===== src/rtl/tile_scheduler_if.sv =====
// rtl/tile_scheduler_if.sv - CSR config, loader/datapath handshake and status bundle of the tile scheduler
interface tile_scheduler_if #(
    parameter int DIM_W = 8,
    parameter int IDX_W = 16
);
    logic             start;
    logic             abort;
    logic [DIM_W-1:0] M, N, K;
    logic [DIM_W-1:0] Tm, Tn, Tk;
    logic             load_req;
    logic             load_ack;
    logic             compute_req;
    logic             compute_done;
    logic [IDX_W-1:0] m_idx, n_idx, k_idx;
    logic [DIM_W-1:0] m_len, n_len, k_len;
    logic             last_k;
    logic             bank_sel;
    logic             busy;
    logic             done;
    logic             err;

    modport master (
        input  start, abort, M, N, K, Tm, Tn, Tk, load_ack, compute_done,
        output load_req, compute_req, m_idx, n_idx, k_idx, m_len, n_len, k_len,
               last_k, bank_sel, busy, done, err
    );

    modport slave (
        output start, abort, M, N, K, Tm, Tn, Tk, load_ack, compute_done,
        input  load_req, compute_req, m_idx, n_idx, k_idx, m_len, n_len, k_len,
               last_k, bank_sel, busy, done, err
    );
endinterface


===== src/rtl/tile_scheduler.sv =====
// rtl/tile_scheduler.sv - GEMM tile-loop sequencer driving load/compute handshakes and ping-pong bank select
module tile_scheduler #(
    parameter int DIM_W = 8,
    parameter int IDX_W = 16
) (
    input  logic              clk,
    input  logic              rst_n,
    tile_scheduler_if.master  sched_if
);
    typedef enum logic [2:0] {IDLE, CHECK, LOAD, COMPUTE, NEXT, FINISH} state_t;
    typedef logic [IDX_W:0] wide_t;

    state_t           state_q, state_d;
    logic [DIM_W-1:0] m_dim_q, m_dim_d, n_dim_q, n_dim_d, k_dim_q, k_dim_d;
    logic [DIM_W-1:0] tm_q, tm_d, tn_q, tn_d, tk_q, tk_d;
    logic [IDX_W-1:0] m_idx_q, m_idx_d, n_idx_q, n_idx_d, k_idx_q, k_idx_d;
    logic             bank_q, bank_d;
    logic             done_q, done_d;
    logic             err_q, err_d;

    // One extra bit keeps offset+tile and dim-offset from wrapping.
    wide_t m_sum, n_sum, k_sum;
    wide_t m_rem, n_rem, k_rem;

    always_comb begin
        m_sum = wide_t'(m_idx_q) + wide_t'(tm_q);
        n_sum = wide_t'(n_idx_q) + wide_t'(tn_q);
        k_sum = wide_t'(k_idx_q) + wide_t'(tk_q);
        m_rem = wide_t'(m_dim_q) - wide_t'(m_idx_q);
        n_rem = wide_t'(n_dim_q) - wide_t'(n_idx_q);
        k_rem = wide_t'(k_dim_q) - wide_t'(k_idx_q);
    end

    always_comb begin
        state_d = state_q;
        m_dim_d = m_dim_q;
        n_dim_d = n_dim_q;
        k_dim_d = k_dim_q;
        tm_d    = tm_q;
        tn_d    = tn_q;
        tk_d    = tk_q;
        m_idx_d = m_idx_q;
        n_idx_d = n_idx_q;
        k_idx_d = k_idx_q;
        bank_d  = bank_q;
        done_d  = done_q;
        err_d   = err_q;

        case (state_q)
            IDLE: begin
                if (sched_if.start && !sched_if.abort) begin
                    m_dim_d = sched_if.M;
                    n_dim_d = sched_if.N;
                    k_dim_d = sched_if.K;
                    tm_d    = sched_if.Tm;
                    tn_d    = sched_if.Tn;
                    tk_d    = sched_if.Tk;
                    done_d  = 1'b0;
                    err_d   = 1'b0;
                    state_d = CHECK;
                end
            end
            CHECK: begin
                if (m_dim_q == '0 || n_dim_q == '0 || k_dim_q == '0 ||
                    tm_q == '0 || tn_q == '0 || tk_q == '0) begin
                    err_d   = 1'b1;
                    state_d = IDLE;
                end else begin
                    m_idx_d = '0;
                    n_idx_d = '0;
                    k_idx_d = '0;
                    bank_d  = 1'b0;
                    state_d = LOAD;
                end
            end
            LOAD: begin
                if (sched_if.load_ack) state_d = COMPUTE;
            end
            COMPUTE: begin
                if (sched_if.compute_done) state_d = NEXT;
            end
            NEXT: begin
                // k innermost, then n, then m; bank flips on every advance.
                bank_d  = ~bank_q;
                state_d = LOAD;
                if (k_sum < wide_t'(k_dim_q)) begin
                    k_idx_d = k_sum[IDX_W-1:0];
                end else begin
                    k_idx_d = '0;
                    if (n_sum < wide_t'(n_dim_q)) begin
                        n_idx_d = n_sum[IDX_W-1:0];
                    end else begin
                        n_idx_d = '0;
                        if (m_sum < wide_t'(m_dim_q)) begin
                            m_idx_d = m_sum[IDX_W-1:0];
                        end else begin
                            bank_d  = bank_q;
                            state_d = FINISH;
                        end
                    end
                end
            end
            FINISH: begin
                done_d  = 1'b1;
                state_d = IDLE;
            end
            default: state_d = IDLE;
        endcase

        if (sched_if.abort && state_q != IDLE) begin
            state_d = IDLE;
            err_d   = 1'b1;
            done_d  = done_q;
        end
    end

    always_ff @(posedge clk or negedge rst_n) begin
        if (!rst_n) begin
            state_q <= IDLE;
            m_dim_q <= '0;
            n_dim_q <= '0;
            k_dim_q <= '0;
            tm_q    <= '0;
            tn_q    <= '0;
            tk_q    <= '0;
            m_idx_q <= '0;
            n_idx_q <= '0;
            k_idx_q <= '0;
            bank_q  <= 1'b0;
            done_q  <= 1'b0;
            err_q   <= 1'b0;
        end else begin
            state_q <= state_d;
            m_dim_q <= m_dim_d;
            n_dim_q <= n_dim_d;
            k_dim_q <= k_dim_d;
            tm_q    <= tm_d;
            tn_q    <= tn_d;
            tk_q    <= tk_d;
            m_idx_q <= m_idx_d;
            n_idx_q <= n_idx_d;
            k_idx_q <= k_idx_d;
            bank_q  <= bank_d;
            done_q  <= done_d;
            err_q   <= err_d;
        end
    end

    assign sched_if.load_req    = (state_q == LOAD);
    assign sched_if.compute_req = (state_q == COMPUTE);
    assign sched_if.busy        = (state_q != IDLE);
    assign sched_if.done        = done_q;
    assign sched_if.err         = err_q;
    assign sched_if.bank_sel    = bank_q;
    assign sched_if.m_idx       = m_idx_q;
    assign sched_if.n_idx       = n_idx_q;
    assign sched_if.k_idx       = k_idx_q;
    assign sched_if.m_len       = (wide_t'(tm_q) < m_rem) ? tm_q : m_rem[DIM_W-1:0];
    assign sched_if.n_len       = (wide_t'(tn_q) < n_rem) ? tn_q : n_rem[DIM_W-1:0];
    assign sched_if.k_len       = (wide_t'(tk_q) < k_rem) ? tk_q : k_rem[DIM_W-1:0];
    // Zero K (reset or unconfigured) must not report a final k tile.
    assign sched_if.last_k      = (k_dim_q != '0) && (k_sum >= wide_t'(k_dim_q));
endmodule


===== src/flat_wrapper.sv =====
// flat-port wrapper written by rule: the top's interface ports become plain ports
module tile_scheduler_flat 
#(
    parameter int DIM_W = 8,
    parameter int IDX_W = 16
)
  (clk, rst_n, sched_if_start, sched_if_abort, sched_if_M, sched_if_N, sched_if_K, sched_if_Tm, sched_if_Tn, sched_if_Tk, sched_if_load_ack, sched_if_compute_done, sched_if_load_req, sched_if_compute_req, sched_if_m_idx, sched_if_n_idx, sched_if_k_idx, sched_if_m_len, sched_if_n_len, sched_if_k_len, sched_if_last_k, sched_if_bank_sel, sched_if_busy, sched_if_done, sched_if_err);
  tile_scheduler_if #(.DIM_W(DIM_W), .IDX_W(IDX_W)) sched_if_i ();
  input  logic clk;
  input  logic rst_n;
  input wire logic [$bits(sched_if_i.start)-1:0] sched_if_start;
  input wire logic [$bits(sched_if_i.abort)-1:0] sched_if_abort;
  input wire logic [$bits(sched_if_i.M)-1:0] sched_if_M;
  input wire logic [$bits(sched_if_i.N)-1:0] sched_if_N;
  input wire logic [$bits(sched_if_i.K)-1:0] sched_if_K;
  input wire logic [$bits(sched_if_i.Tm)-1:0] sched_if_Tm;
  input wire logic [$bits(sched_if_i.Tn)-1:0] sched_if_Tn;
  input wire logic [$bits(sched_if_i.Tk)-1:0] sched_if_Tk;
  input wire logic [$bits(sched_if_i.load_ack)-1:0] sched_if_load_ack;
  input wire logic [$bits(sched_if_i.compute_done)-1:0] sched_if_compute_done;
  output wire logic [$bits(sched_if_i.load_req)-1:0] sched_if_load_req;
  output wire logic [$bits(sched_if_i.compute_req)-1:0] sched_if_compute_req;
  output wire logic [$bits(sched_if_i.m_idx)-1:0] sched_if_m_idx;
  output wire logic [$bits(sched_if_i.n_idx)-1:0] sched_if_n_idx;
  output wire logic [$bits(sched_if_i.k_idx)-1:0] sched_if_k_idx;
  output wire logic [$bits(sched_if_i.m_len)-1:0] sched_if_m_len;
  output wire logic [$bits(sched_if_i.n_len)-1:0] sched_if_n_len;
  output wire logic [$bits(sched_if_i.k_len)-1:0] sched_if_k_len;
  output wire logic [$bits(sched_if_i.last_k)-1:0] sched_if_last_k;
  output wire logic [$bits(sched_if_i.bank_sel)-1:0] sched_if_bank_sel;
  output wire logic [$bits(sched_if_i.busy)-1:0] sched_if_busy;
  output wire logic [$bits(sched_if_i.done)-1:0] sched_if_done;
  output wire logic [$bits(sched_if_i.err)-1:0] sched_if_err;
  assign sched_if_i.start = sched_if_start;
  assign sched_if_i.abort = sched_if_abort;
  assign sched_if_i.M = sched_if_M;
  assign sched_if_i.N = sched_if_N;
  assign sched_if_i.K = sched_if_K;
  assign sched_if_i.Tm = sched_if_Tm;
  assign sched_if_i.Tn = sched_if_Tn;
  assign sched_if_i.Tk = sched_if_Tk;
  assign sched_if_i.load_ack = sched_if_load_ack;
  assign sched_if_i.compute_done = sched_if_compute_done;
  assign sched_if_load_req = sched_if_i.load_req;
  assign sched_if_compute_req = sched_if_i.compute_req;
  assign sched_if_m_idx = sched_if_i.m_idx;
  assign sched_if_n_idx = sched_if_i.n_idx;
  assign sched_if_k_idx = sched_if_i.k_idx;
  assign sched_if_m_len = sched_if_i.m_len;
  assign sched_if_n_len = sched_if_i.n_len;
  assign sched_if_k_len = sched_if_i.k_len;
  assign sched_if_last_k = sched_if_i.last_k;
  assign sched_if_bank_sel = sched_if_i.bank_sel;
  assign sched_if_busy = sched_if_i.busy;
  assign sched_if_done = sched_if_i.done;
  assign sched_if_err = sched_if_i.err;
  tile_scheduler #(.DIM_W(DIM_W), .IDX_W(IDX_W)) u_core (.clk(clk), .rst_n(rst_n), .sched_if(sched_if_i));
endmodule

===== config.mk =====
export PLATFORM = sky130hd
export DESIGN_NAME = tile_scheduler_flat
export DESIGN_NICKNAME = d
export VERILOG_FILES = /design/src/rtl/tile_scheduler_if.sv /design/src/rtl/tile_scheduler.sv /design/src/flat_wrapper.sv
export SDC_FILE = /design/constraint.sdc
export NUM_CORES = 1
export LEC_CHECK = 0
export CAP_MARGIN = 20
export CORE_MARGIN = 2
export CORE_UTILIZATION = 35
export CTS_BUF_LIST = sky130_fd_sc_hd__clkbuf_4
export DETAILED_ROUTE_END_ITERATION = 10
export SYNTH_ARGS = -nofsm -noshare
export SYNTH_HDL_FRONTEND = slang
export SYNTH_SLANG_ARGS = --single-unit

===== constraint.sdc =====
create_clock -name clk -period 7.89 [get_ports clk]
set_input_delay 1.578 -clock clk [delete_from_list [all_inputs] [get_ports clk]]
set_output_delay 1.578 -clock clk [all_outputs]
set_load 0.005 [all_outputs]

* Yosys cells after proc, flatten, opt, wreduce, memory -nomap -nowiden
Cells that the tools add are included.
** Word-level totals
- Flip-flop bits (word level) :: 102
- Input bits :: 54
- Output and inout bits :: 79
- Logic and storage cells :: 104
** Operators by class
- Add/sub/neg operators :: 6
- $lt $le $gt $ge :: 7
- Equality and inequality tests :: 15
- Muxes and demuxes :: 32
- Bitwise logic cells :: 2
- Reduce and logical (&&, ||, !) cells :: 29
** Operator list (number)
- 16-bit 2-to-1 mux :: 7
- 16-bit case mux with 2 select lines :: 3
- 16-bit by 8-bit adder with 17-bit output :: 3
- 17-bit by 8-bit less-than comparator with 1-bit output :: 3
- 8-bit by 17-bit less-than comparator with 1-bit output :: 3
- 8-bit by 16-bit subtractor with 17-bit output :: 3
- 8-bit logical NOT :: 6
- 8-bit 2-to-1 mux :: 3
- 3-bit 2-to-1 mux :: 7
- 17-bit by 8-bit greater-or-equal comparator with 1-bit output :: 1
- 3-bit case mux with 5 select lines :: 1
- 3-bit AND reduction :: 5
- 8-bit nonzero test :: 1
- 1-bit 2-to-1 mux :: 7
- 3-bit by 2-bit equality test with 1-bit output, second input constant :: 2
- 3-bit equality test, second input constant :: 2
- 2-bit inequality test, second input constant :: 3
- 3-bit by 1-bit inequality test with 1-bit output, second input constant :: 2
- 3-bit by 2-bit inequality test with 1-bit output, second input constant :: 2
- 1-bit case mux with 2 select lines :: 3
- 3-bit nonzero test :: 2
- 1-bit logical OR :: 5
- 5-bit AND reduction :: 1
- 2-bit by 1-bit inequality test with 1-bit output, second input constant :: 2
- other kinds (9) :: 14

* Logic depth before layout (Yosys ltp)
- Word-level depth :: 9
- Gate-level depth with buffers :: 18
- Gate-level depth less buffers :: 16

* Worst setup path after synthesis
OpenSTA, ideal clock, no wires.
- Path kind :: register to output
- Start :: register u_core.n_idx_q[1] (netlist: u_core.sched_if.n_idx[1])
- End :: output port sched_if_n_len[0]
- Arrival :: 3.149 ns
- Required time :: 6.312 ns
- Setup slack :: 3.163 ns
- Stages on the path, launching flop included :: 15
- Path buffers :: 0
- Path through :: dfrtp_1 -> inv_1 -> ha_1 -> a21o_1 -> a21o_1 -> a21oi_1 -> o21bai_1 -> a31oi_1 -> xor2_1 -> ha_1 -> o22ai_1 -> nor2_1 -> o311ai_0 -> a211oi_2 -> mux2i_1
** Between the ends
- Cells in the longest elaborated chain, start to end :: 3
** RTL lines
- from (decl) :: RTL line tile_scheduler.sv:16 : logic [IDX_W-1:0] m_idx_q, m_idx_d, n_idx_q, n_idx_d, k_idx_q, k_idx_d;
- from (signal assigned) :: RTL line tile_scheduler.sv:141 : n_idx_q <= n_idx_d;
- 8-bit by 16-bit subtractor with 17-bit output :: RTL line tile_scheduler.sv:30 : n_rem = wide_t'(n_dim_q) - wide_t'(n_idx_q);
- 8-bit by 17-bit less-than comparator with 1-bit output :: RTL line tile_scheduler.sv:159 : assign sched_if.n_len = (wide_t'(tn_q) < n_rem) ? tn_q : n_rem[DIM_W-1:0];
- 8-bit 2-to-1 mux :: RTL line tile_scheduler.sv:159
- to (decl) :: RTL line flat_wrapper.sv:27 : output wire logic [$bits(sched_if_i.n_len)-1:0] sched_if_n_len;
No other way between the ends.

* Worst setup path in the final report
- Start :: register u_core.n_idx_q[1] (netlist: u_core.sched_if.n_idx[1])
- End :: output port sched_if_n_len[7]
** Between the ends
- Cells in the longest elaborated chain, start to end :: 3
** RTL lines (RTL line)
- 8-bit by 16-bit subtractor with 17-bit output * :: tile_scheduler.sv:30
- 8-bit by 17-bit less-than comparator with 1-bit output :: tile_scheduler.sv:159
- 8-bit 2-to-1 mux * :: tile_scheduler.sv:159
Every way passes the cells marked *; elsewhere a longest branch is shown, timed or not.

==> run_results.csv <==
group,metric,value,unit
routing,wl_per_cell,17.4,um
clock_tree,root_buffer,"clkbuf_4",
worst_setup_path,end_kind,"primary output",
global_route,grt_pass1_wl,34600,um
yosys,yosys.area.top_type,"dfrtp_1",
worst_setup_path,cp.arrival,4.81,ns
final_layout,utilization,0.431,
timing,slew_headroom,0.344,
yosys,synth_top_area_share,0.322,
hold_path,min_path_cells,1,
worst_setup_path,start_kind,"register",
timing,min_period,6.38,ns
global_route,antenna_found_initial,1,
floorplan,initial_utilization,0.354,
yosys,synth_edf_count,0,
worst_setup_path,crit_fanout,8,
timing,whs,0.575,ns
routing,wl,21100,um
clock_tree,cts_tree,"yes",
power,p_leak,4.32,nW
timing,setup_viol,0,
timing,min_period_over_period,0.809,
hold_path,worstHoldEndpoint,"u_core.sched_if.err",
final_layout,syn2layout_area_growth,21.8,%
routing,drc,0,
global_route,grt_overflow_total,0,
routing,met3WireLength,949,um
final_layout,nFillCells,2196,
clock_tree,clk_latency,0.50,ns
power,power,3.67,mW
routing,ant_nets,0,
yosys,ys_async_sr_fraction,1.00,
timing,finalWorstSetupSlack,1.51,ns
global_route,grt_max_degree,63,
worst_setup_path,rr_worst_depth,17,
timing,rsz0062_at_grt,"no",
clock_tree,clock_sinks,102,
placement,postPlaceCellArea,9540,um^2
clock_tree,clkTransAtPathRegs,0.18,ns
clock_tree,cts_hold_buf,0,
hold_path,hold_start,"u_core.sched_if.err",
clock_tree,cts_buffers,9,
floorplan,num_rows,55,
yosys,syn_avg_cell_area,9.95,um^2
placement,hpwl,16100,um
routing,wl_met2,9730,um
placement,dp.cells,1200,
timing,worst_slew_pin_slew,0.982,ns
yosys,synth_fp_nets,949,
clock_tree,post_cts_resized,0,
power,pwr_density_cell,379,nW/um^2
global_route,grt_usage,0.181,
routing,drtIter0Drc,208,
final_layout,drive_above_1_share,0.101,
worst_setup_path,critPathRequiredTime,6.31,ns
yosys,synthDistinctLibCells,75,
routing,wl_met1,10000,um
routing,top_layer_used,"met4",
power,vdd_drop_max,0.204,mV
worst_setup_path,critPathKind,"register to primary output",
yosys,synth.cell_area,7940,um^2
final_layout,nets,1077,
yosys,synth_area_leaders,"dfrtp_1, ha_1, mux2_2",
worst_setup_path,cp-startpoint,"u_core.sched_if.n_idx[1]",
yosys,ys_seq_area_frac,0.322,
final_layout,fin_cells,1216,
worst_setup_path,r2r_start,"u_core.tk_q[0]",
floorplan,die_x,155,um
placement,place_ws,2.14,ns
placement,io_buffer_count,132,
yosys,synth_ff_type,"dfrtp_1",
floorplan,core_area,22400,um^2
timing,fin_tns_setup,0,ns
hold_path,hp-class,"register to register",
floorplan,die_height,155,um
clock_tree,post_cts_buffers,0,
status,status,"complete, no violations",
placement,gp_congestion,0.802,
floorplan,dieArea,23900,um^2
global_route,grt_pass1_vias,6525,
worst_setup_path,r2r-end,"u_core.sched_if.n_idx[1]",
final_layout,design_area,9670,um^2
timing,drv_slew,0,
routing,drtPass1Iterations,4,
routing,dr_total_vias,6397,
run,drv_cap,0,
timing,fin_skew,0.0201,ns
yosys,syn_inst,798,
routing,viasPerCell,5.26,
floorplan,io_pins,133,
worst_setup_path,r2r_slack,3.30,ns
yosys,synth-seq-cells,102,
timing,hold_viol,0,
clock_tree,h-tree-depth,3,
timing,fmax,157,MHz
clock_tree,cts_buffer_depth,2,
yosys,yosysWarnings,0,
-- cell families (layout without fill, tap and decap cells) --
logic type | Yosys count | after routing | share of synthesized area
other | 0 | 1 | 0
buffers and inverters | 110 | 242 | 0.0564
muxes | 76 | 76 | 0.104
AOI/OAI and AO/OA | 198 | 198 | 0.180
xor gates and xnor gates | 39 | 39 | 0.0430
adders and majority gates | 97 | 97 | 0.159
DFF | 102 | 102 | 0.322
and+or+nand+nor | 176 | 176 | 0.136
-- report_power, final --
group	total, mW	switching, mW	internal [mW]
combinational	2.49	1.21	1.29
clock	0.290	0.195	0.0945
sequential	0.885	0.222	0.663
total	3.67	1.63	2.04
-- cells in the mapped netlist, types with 3 or more instances --
| library cell | count |
|---|---|
| nor3_2 | 3 |
| a211oi_1 | 7 |
| o21ai_0 | 25 |
| a21o_1 | 29 |
| a21oi_1 | 41 |
| xnor2_1 | 26 |
| nor3b_1 | 6 |
| mux2_2 | 50 |
| nand3b_1 | 5 |
| o21bai_1 | 11 |
| o31ai_1 | 3 |
| nand4_1 | 8 |
| or3_1 | 3 |
| a31oi_1 | 7 |
| o21ai_1 | 10 |
| nand2b_1 | 14 |
| nor4_1 | 16 |
| inv_1 | 92 |
| nand3_1 | 4 |
| or4_1 | 3 |
| o211ai_1 | 7 |
| a211oi_2 | 4 |
| nor2b_1 | 15 |
| a22o_1 | 16 |
| ha_1 | 91 |
| o21a_1 | 7 |
| mux2i_1 | 26 |
| o22ai_1 | 4 |
| nand4b_1 | 6 |
| fa_1 | 6 |
| nor3_1 | 12 |
| and2_1 | 20 |
| clkbuf_1 | 12 |
| dfrtp_1 | 102 |
| nand2_1 | 23 |
| nor2_1 | 23 |
| xor2_1 | 13 |
| buf_6 | 4 |
-- cell type report --
type                       count  area [um^2]  area share
clock inverter                 6         62.6     0.00647
sequential                   102         2550       0.264
timing repair buffer         135         1340       0.139
inverter                      92          345      0.0357
clock buffer                   9         67.6     0.00699
tap                          285          357      0.0369
antenna                        1         2.50    0.000259
multi-input combinational    586         4940       0.511
-- worst max-delay path by stage --
| stage | to | slack (ns) | depth (start not counted) |
|---|---|---|---|
| floorplan | sched_if_n_len[0] | 3.16 | 14 |
| global placement | sched_if_n_len[6] | 2.19 | 15 |
| detailed placement | sched_if_n_len[6] | 2.14 | 15 |
| CTS | sched_if_n_len[6] | 1.51 | 15 |
| global route | sched_if_n_len[7] | 1.20 | 15 |
| finish | sched_if_n_len[7] | 1.51 | 15 |
-- cells in the final DEF, fill, tap and decap left out, types with 14 or more instances in the layout --
cell type	synthesis	routed
a21oi_1	41	41
o21ai_0	25	25
mux2i_1	26	26
nand2b_1	14	14
nor2b_1	15	15
and2_1	20	20
inv_1	92	92
clkdlybuf4s50_1	0	131
mux2_2	50	50
ha_1	91	91
a22o_1	16	16
dfrtp_1	102	102
nor2_1	23	23
nor4_1	16	16
xnor2_1	26	26
nand2_1	23	22
a21o_1	29	29
-- state kept, by name, indices dropped and copies added, names as in the netlist, 3 cells and up --
name / flops
u_core.sched_if.m_idx: 16
u_core.tn_q: 8
u_core.k_dim_q: 8
u_core.m_dim_q: 8
u_core.state_q: 3
u_core.sched_if.k_idx: 16
u_core.tk_q: 8
u_core.sched_if.n_idx: 16
u_core.tm_q: 8
u_core.n_dim_q: 8
-- critical path, cell delays in order, from the launching register on --
cell             delay (ns)
dfrtp_1                0.43
inv_1                  0.17
ha_1                   0.26
a21o_1                 0.16
a21o_1                 0.19
a21oi_1                0.15
o21bai_1               0.11
a31oi_1                0.29
xor2_1                 0.24
ha_1                   0.23
o22ai_1                0.08
nor2_1                 0.12
o311ai_0               0.18
a211oi_2               0.85
mux2i_1                0.32
clkdlybuf4s50_1        0.54
-- layer usage --
layer / global-route usage / vias to the layer above
li1: - / 3164
met1: 0.247 / 3058
met2: 0.298 / 150
met3: 0.0331 / 25
met4: 0.0459 / 0
met5: 0 / -
Power figures use the tool's default switching activity.
